==> src/rtl/memory_pkg.sv <==
`default_nettype none
// +----------------------------------------------------------------------+
// | memory_pkg                                                           |
// | Shared defaults, depth constant and FSM state type for memory.       |
// | Rev 1.0 - initial release                                            |
// +----------------------------------------------------------------------+
package memory_pkg;

    localparam int c_addr_w = 7;
    localparam int c_data_w = 8;
    localparam int c_depth  = 2 ** c_addr_w;

    typedef enum logic [1:0] {
        IDLE = 2'd0,
        BUSY = 2'd1,
        DONE = 2'd2
    } state_t;

    // A request is legal only when exactly one mode bit is set.
    function automatic logic is_legal_req(input logic en, input logic rd, input logic wr);
        return en && (rd ^ wr);
    endfunction

endpackage
`default_nettype wire

==> src/rtl/memory_array.sv <==
`default_nettype none
// +----------------------------------------------------------------------+
// | memory_array                                                         |
// | Single-port-write / registered-read storage, 2**ADDR_W words.        |
// | MEMORY_CLEAR_ON_RESET_EN adds a reset that zeroes every word.        |
// | Rev 1.0 - initial release                                            |
// +----------------------------------------------------------------------+
module memory_array #(
    parameter int ADDR_W = 7,
    parameter int DATA_W = 8
) (
    input  logic              clk,
`ifdef MEMORY_CLEAR_ON_RESET_EN
    input  logic              rst,
`endif
    input  logic              we,
    input  logic [ADDR_W-1:0] waddr,
    input  logic [DATA_W-1:0] wdata,
    input  logic              re,
    input  logic [ADDR_W-1:0] raddr,
    output logic [DATA_W-1:0] rdata
);

    logic [DATA_W-1:0] r_mem [2**ADDR_W];

`ifdef MEMORY_CLEAR_ON_RESET_EN
    always_ff @(posedge clk) begin
        if (rst) begin
            for (int i = 0; i < 2**ADDR_W; i++) begin
                r_mem[i] <= '0;
            end
        end else if (we) begin
            r_mem[waddr] <= wdata;
        end
    end
`else
    always_ff @(posedge clk) begin
        if (we) begin
            r_mem[waddr] <= wdata;
        end
    end
`endif

    always_ff @(posedge clk) begin
        if (re) begin
            rdata <= r_mem[raddr];
        end
    end

endmodule
`default_nettype wire

==> src/rtl/memory.sv <==
`default_nettype none
// +----------------------------------------------------------------------+
// | memory                                                               |
// | Handshaked single-word read/write memory: IDLE -> BUSY -> DONE.      |
// | Optional macro MEMORY_CLEAR_ON_RESET_EN clears contents on rst.      |
// | Rev 1.0 - initial release                                            |
// +----------------------------------------------------------------------+
module memory
    import memory_pkg::*;
#(
    parameter int ADDR_W = c_addr_w,
    parameter int DATA_W = c_data_w
) (
    input  logic              clk,
    input  logic              rst,
    input  logic              en,
    input  logic              read,
    input  logic              write,
    input  logic [ADDR_W-1:0] address,
    input  logic [DATA_W-1:0] input_data,
    output logic [DATA_W-1:0] output_data,
    output logic              ready
);

    state_t            r_state;
    logic              r_is_write;
    logic [ADDR_W-1:0] r_addr;
    logic [DATA_W-1:0] r_wdata;

    logic              w_accept;
    logic              w_we;
    logic [DATA_W-1:0] w_rdata;

    assign w_accept = (r_state == IDLE) && is_legal_req(en, read, write);
    // Gating with rst aborts a write that is in BUSY when reset arrives.
    assign w_we     = (r_state == BUSY) && r_is_write && !rst;

    // The array read is launched on the accepting edge so its registered
    // data is ready for output_data at the end of BUSY.
    memory_array #(
        .ADDR_W (ADDR_W),
        .DATA_W (DATA_W)
    ) u_array (
        .clk   (clk),
`ifdef MEMORY_CLEAR_ON_RESET_EN
        .rst   (rst),
`endif
        .we    (w_we),
        .waddr (r_addr),
        .wdata (r_wdata),
        .re    (w_accept),
        .raddr (address),
        .rdata (w_rdata)
    );

    always_ff @(posedge clk) begin
        if (rst) begin
            r_state     <= IDLE;
            r_is_write  <= 1'b0;
            r_addr      <= '0;
            r_wdata     <= '0;
            output_data <= '0;
            ready       <= 1'b0;
        end else begin
            case (r_state)
                IDLE: begin
                    if (w_accept) begin
                        r_is_write <= write;
                        r_addr     <= address;
                        r_wdata    <= input_data;
                        r_state    <= BUSY;
                    end
                end
                BUSY: begin
                    if (!r_is_write) begin
                        output_data <= w_rdata;
                    end
                    ready   <= 1'b1;
                    r_state <= DONE;
                end
                DONE: begin
                    if (!en) begin
                        ready   <= 1'b0;
                        r_state <= IDLE;
                    end
                end
                default: begin
                    ready   <= 1'b0;
                    r_state <= IDLE;
                end
            endcase
        end
    end

endmodule
`default_nettype wire

==> config.mk <==
export PLATFORM = sky130hd
export DESIGN_NAME = memory
export DESIGN_NICKNAME = d
export VERILOG_FILES = /design/src/rtl/memory_pkg.sv /design/src/rtl/memory_array.sv /design/src/rtl/memory.sv
export SDC_FILE = /design/constraint.sdc
export NUM_CORES = 1
export LEC_CHECK = 0
export BUFFER_PORTS_ARGS = -buffer_cell sky130_fd_sc_hd__buf_2
export CAP_MARGIN = 10
export CORE_UTILIZATION = 30
export CTS_CLUSTER_SIZE = 40
export DETAILED_ROUTE_END_ITERATION = 12
export PLACE_DENSITY = 0.55
export SYNTH_ARGS = -nofsm -noshare
export SYNTH_HDL_FRONTEND = slang
export SYNTH_SLANG_ARGS = --single-unit
==> constraint.sdc <==
create_clock -name clk -period 4.3 [get_ports clk]
set_clock_uncertainty 0.15 [all_clocks]
set_input_delay 0.43 -clock clk [delete_from_list [all_inputs] [get_ports clk]]
set_output_delay 0.43 -clock clk [all_outputs]
set_load 0.02 [all_outputs]
; ---- Word level (Yosys, flattened, before mapping)
; Memories as Yosys holds them, arrays and structs flattened. A register that Yosys moved wholly into a read port is not among the register bits.
; Cells that the tools add are included.
[totals]
output_inout_bits = 9
elab_cells = 31
regBits = 27
n_memories = 1
input_bits = 20
ram_bits = 1024
[memory_table]
columns = name, words, width, read_ports, rd_clocked_by_memory_dff, write_ports, line_no
row1 = u_array.r_mem, 128, 8, 1, 1, 1, memory_array.sv:24  ; logic [DATA_W-1:0] r_mem [2**ADDR_W];
[classes]
n_mux = 7
eq_ne = 4
bitwise_logic = 3
n_reduce_logical = 10
[op_table]
columns = operator, count
row1 = AND reduction 2 bit, 4
row2 = case mux 2 bit (3 select lines), 1
row3 = logical AND 1 bit, 4
row4 = 2-to-1 mux 2 bit, 2
row5 = 2-to-1 mux 1 bit, 3
row6 = case mux 1 bit (3 select lines), 1
row7 = == test 2 x 1 -> 1 bit (second input constant), 1
row8 = == test 2 bit (second input constant), 1
row9 = zero test 2 bit, 1
row10 = != test 2 x 1 -> 1 bit (second input constant), 1
row11 = != test 2 bit (second input constant), 1
row12 = NOT 1 bit, 2
row13 = zero test 1 bit, 1
row14 = bitwise XOR 1 bit, 1

; ---- Depth between registers and ports, before layout
[logic_depth]
word_depth = 5
ltp_mapped = 7

; ---- Cells and area by module
; Synthesis repeated with hierarchy kept, for this count alone.
[unflattened]
hier_cells = 1746
hier_area_um2 = 40895.5
[by_module_without_submodules]
columns = module, instances, seq_area_each_um2, area_per_inst_um2, cells_each
row1 = memory_array, 1, 30989.7, 39745.6, 1635
row2 = memory, 1, 540.5, 1149.9, 111

; ---- Worst setup path after synthesis
; OpenSTA, ideal clock, no wires.
[synth_timing]
kind = in2reg
from = input address[0]
to = register u_array.rdata[0], read port of u_array.r_mem, data pin
required_time_ns = 3.890
n_path_buf = 2
t_arrival_ns = 2.800
path_stages = 6
slack_ns = 1.090
cell_sequence = buf_2 -> clkbuf_1 -> mux4_2 -> mux4_2 -> mux4_2 -> mux2_2
[synth_rtl]
columns = item, line_no
row1 = from (decl), memory.sv:19  ; input logic [ADDR_W-1:0] address,
row2 = to (decl), memory_array.sv:21  ; output logic [DATA_W-1:0] rdata

; ---- Worst setup path after layout
[layout_timing]
from = register r_addr[2]
to = memory u_array.r_mem[36][0], enable pin
[layout_rtl]
columns = item, line_no
row1 = from (decl), memory.sv:27  ; logic [ADDR_W-1:0] r_addr;
row2 = from (signal assigned), memory.sv:69  ; r_addr <= address;
row3 = to (decl), memory_array.sv:24
; No word-level cell before the write port.

==> reports/summary.txt <==
CTS sink count: 1059
Synth cell count leaders: edfxtp_1, mux4_2, nor2_1, clkbuf_1, dfxtp_1
Most common cell in the netlist: edfxtp_1
FF+latch count, synth: 1059
Vias: 18500
Required time worst endpoint: 4.45 ns
Root Buffer Master: clkbuf_16
Total track usage: 0.141
Fin. Hold Viols: 0
Layout overhead on the synthesized area: 15.5%
Hold worst-path end: r_wdata[5]
Largest cells by area after synthesis: edfxtp_1, mux4_2, nor2_1
Top Family by Delay on Critical Path: simple AND/OR/NAND/NOR gates
Post-Syn Area per Cell: 23.5 um2
Die X: 370 um
DR WL/cell: 25.8 um
Final setup fails: 0
Warnings, synthesis: 0
CTS tree: done
Worst r2r path cells: 3
Hold wc startpoint: rst
Initial antenna violation count: 3
Max H-tree Level: 3
Status: complete, no violations
EDFF count, synth: 1032
Global-route wire length before repair: 140000 um
Post-route ant nets: 0
Synth top area share: 0.761
Worst R2R End: u_array.r_mem[36][0]
FF-to-FF Start: r_addr[2]
Leak: 15.4 nW
DP HPWL: 60000 um
Max-cap viol count: 0
Slew Limit Fails: 0
Final Cycle Share: 0.825
Die Y-Extent: 370 um
Setup tns final: 0 ns
Endpoint class of the critical path: register
Remaining DRCs: 0
WP data arrival: 3.69 ns
Post-synthesis async set-or-reset flop share: 0
Unrepaired setup endpoints after global routing: no
Via density: 4.96
Final Cell Area: 47100 um2
CTS Buffer Depth: 3
CP Buf/Inv Count: 0
Post-synth top flop: edfxtp_1
Share of layout cells above drive strength 1: 0.319
WS Path Type: register to register
Core ar.: 134000 um2
CTS buffer count: 104
Total congestion overflow: 0
CP max FO: 14
# port buffers: 28
Worst rel slew slack: 0.156
Area after DPL: 43500 um2
Yosys top cell by area: edfxtp_1
Mapped Cells: 1732
Mapped Nets: 1752
Slowest CP cell: or4b_2
Max IR drop VDD: 0.317 mV
Initial DRT Pass Iterations: 5
Yosys cell types: 28
Initial DRC Count: 1962
Crit path launch type: register
Final Util: 0.351
Critical Path, Cell by Cell: or3b_2 -> or4b_2 -> nor2_1
Least-Margin Pin Slew: 1.27 ns
Total Die Area: 137000 um2
Final net count: 1888
Hold Path Depth: 2
Seq/Total Area, Yosys: 0.774
Drt total wl: 96000 um
Fin crit period: 3.55 ns
RePlAce Congestion: 0.807
Critical Path Max Stage Delay: 1.00 ns
Worst skew pair latency: 0.68 ns
Pwr per Cell Area: 456 nW/um2
Initial core utilization: 0.304
Mapped Area: 40700 um2
Largest net degree at the start of global routing: 103
FMAX: 282 MHz
Row cnt: 134
Clock slew at reported path FFs: 0.06 ns
Post-CTS setup buffers: 0
Min-Delay Path Class: primary input to register
Vias in the first global route: 19300
Worst R2R Setup Slack: 0.75 ns
IO Pins: 29
## power breakdown
part | switching, mW | total, mW | internal [mW]
combinational | 0.502 | 0.907 | 0.406
sequential | 0.125 | 11.5 | 11.4
clock | 3.81 | 9.08 | 5.27
total | 4.44 | 21.5 | 17.0
## worst reg2reg max path, stage by stage (launching register included)
cell     delay [ns]
dfxtp_1        0.64
or3b_2         0.55
or4b_2         1.00
nor2_1         0.84
## metrics by stage
stage          worst slack, ns  cells  power (mW)  hold WS (ns)
3_5_place_dp             0.670   3519        12.6         0.336
5_1_grt                  0.683   3723        22.1        0.0861
3_3_place_gp             0.682   3519        12.6         0.322
6_report                 0.752   3724        21.5        0.0920
2_1_floorplan             1.09   1732        12.2         0.306
4_1_cts                  0.751   3723        21.7        0.0442
## placed cells by master (no fill, tap or decap), types with 4 or more instances in the layout
cell type | synthesis | final
a21oi_1 | 6 | 6
buf_12 | 0 | 13
buf_2 | 21 | 25
buf_4 | 4 | 74
bufinv_16 | 0 | 11
clkbuf_1 | 51 | 21
clkbuf_16 | 0 | 106
clkbuf_8 | 0 | 5
clkinv_1 | 0 | 21
clkinv_2 | 0 | 19
dfxtp_1 | 27 | 19
dfxtp_4 | 0 | 8
dlygate4sd3_1 | 0 | 11
edfxtp_1 | 1032 | 1032
inv_6 | 0 | 5
mux2_2 | 8 | 8
mux2i_1 | 19 | 19
mux4_2 | 336 | 336
nand2_1 | 16 | 16
nand3_1 | 11 | 11
nand3b_1 | 4 | 4
nor2_1 | 150 | 150
nor2b_1 | 5 | 5
## registers in the layout, indices dropped and copies added, names as in the netlist
name / flops
r_addr: 7
r_is_write: 1
output_data: 8
u_array.rdata: 8
r_wdata: 8
ready: 1
u_array.r_mem: 1024
r_state: 2
## metal layers
| layer | share of wire | global-route usage |
|---|---|---|
| met5 | 0 | 0 |
| met4 | 0.022 | 0.0407 |
| met3 | 0.059 | 0.0246 |
| met2 | 0.49 | 0.232 |
| met1 | 0.43 | 0.192 |
## worst max-delay path by stage
| stage | end | slack, ns | from | depth (start not counted) |
|---|---|---|---|---|
| floorplan | u_array.rdata[0] | 1.09 | address[0] | 6 |
| global placement | u_array.rdata[4] | 0.68 | address[0] | 7 |
| detailed placement | u_array.rdata[4] | 0.67 | address[0] | 7 |
| CTS | u_array.r_mem[52][0] | 0.75 | r_addr[2] | 3 |
| global route | u_array.r_mem[52][7] | 0.68 | r_addr[2] | 3 |
| finish | u_array.r_mem[36][0] | 0.75 | r_addr[2] | 3 |
## area by class of cell
| type | count | area (um2) |
|---|---|---|
| Sequential cell | 1059 | 31600 |
| Inverter | 1 | 3.75 |
| Tap cell | 1768 | 2210 |
| Fill cell | 12300 | 87100 |
| Clock inverter | 61 | 616 |
| Timing Repair Buffer | 125 | 1080 |
| Multi-Input combinational cell | 577 | 8780 |
| Clock buffer | 132 | 2800 |
| Antenna cell | 1 | 2.50 |
## cells by family after synthesis
group                     synth area share
buffers and inverters               0.0102
and+or+nand+nor                     0.0217
muxes                                0.193
AOI/OAI and AO/OA                  0.00104
DFF                                  0.774
xor gates and xnor gates          0.000215
## timing repair
action | CTS | global route
resized for setup | 0 | 0
endpoints found under the hold margin | 11 | 0
hold buffers | 11 | 0
Note: power is estimated with default switching activity, not from simulation.
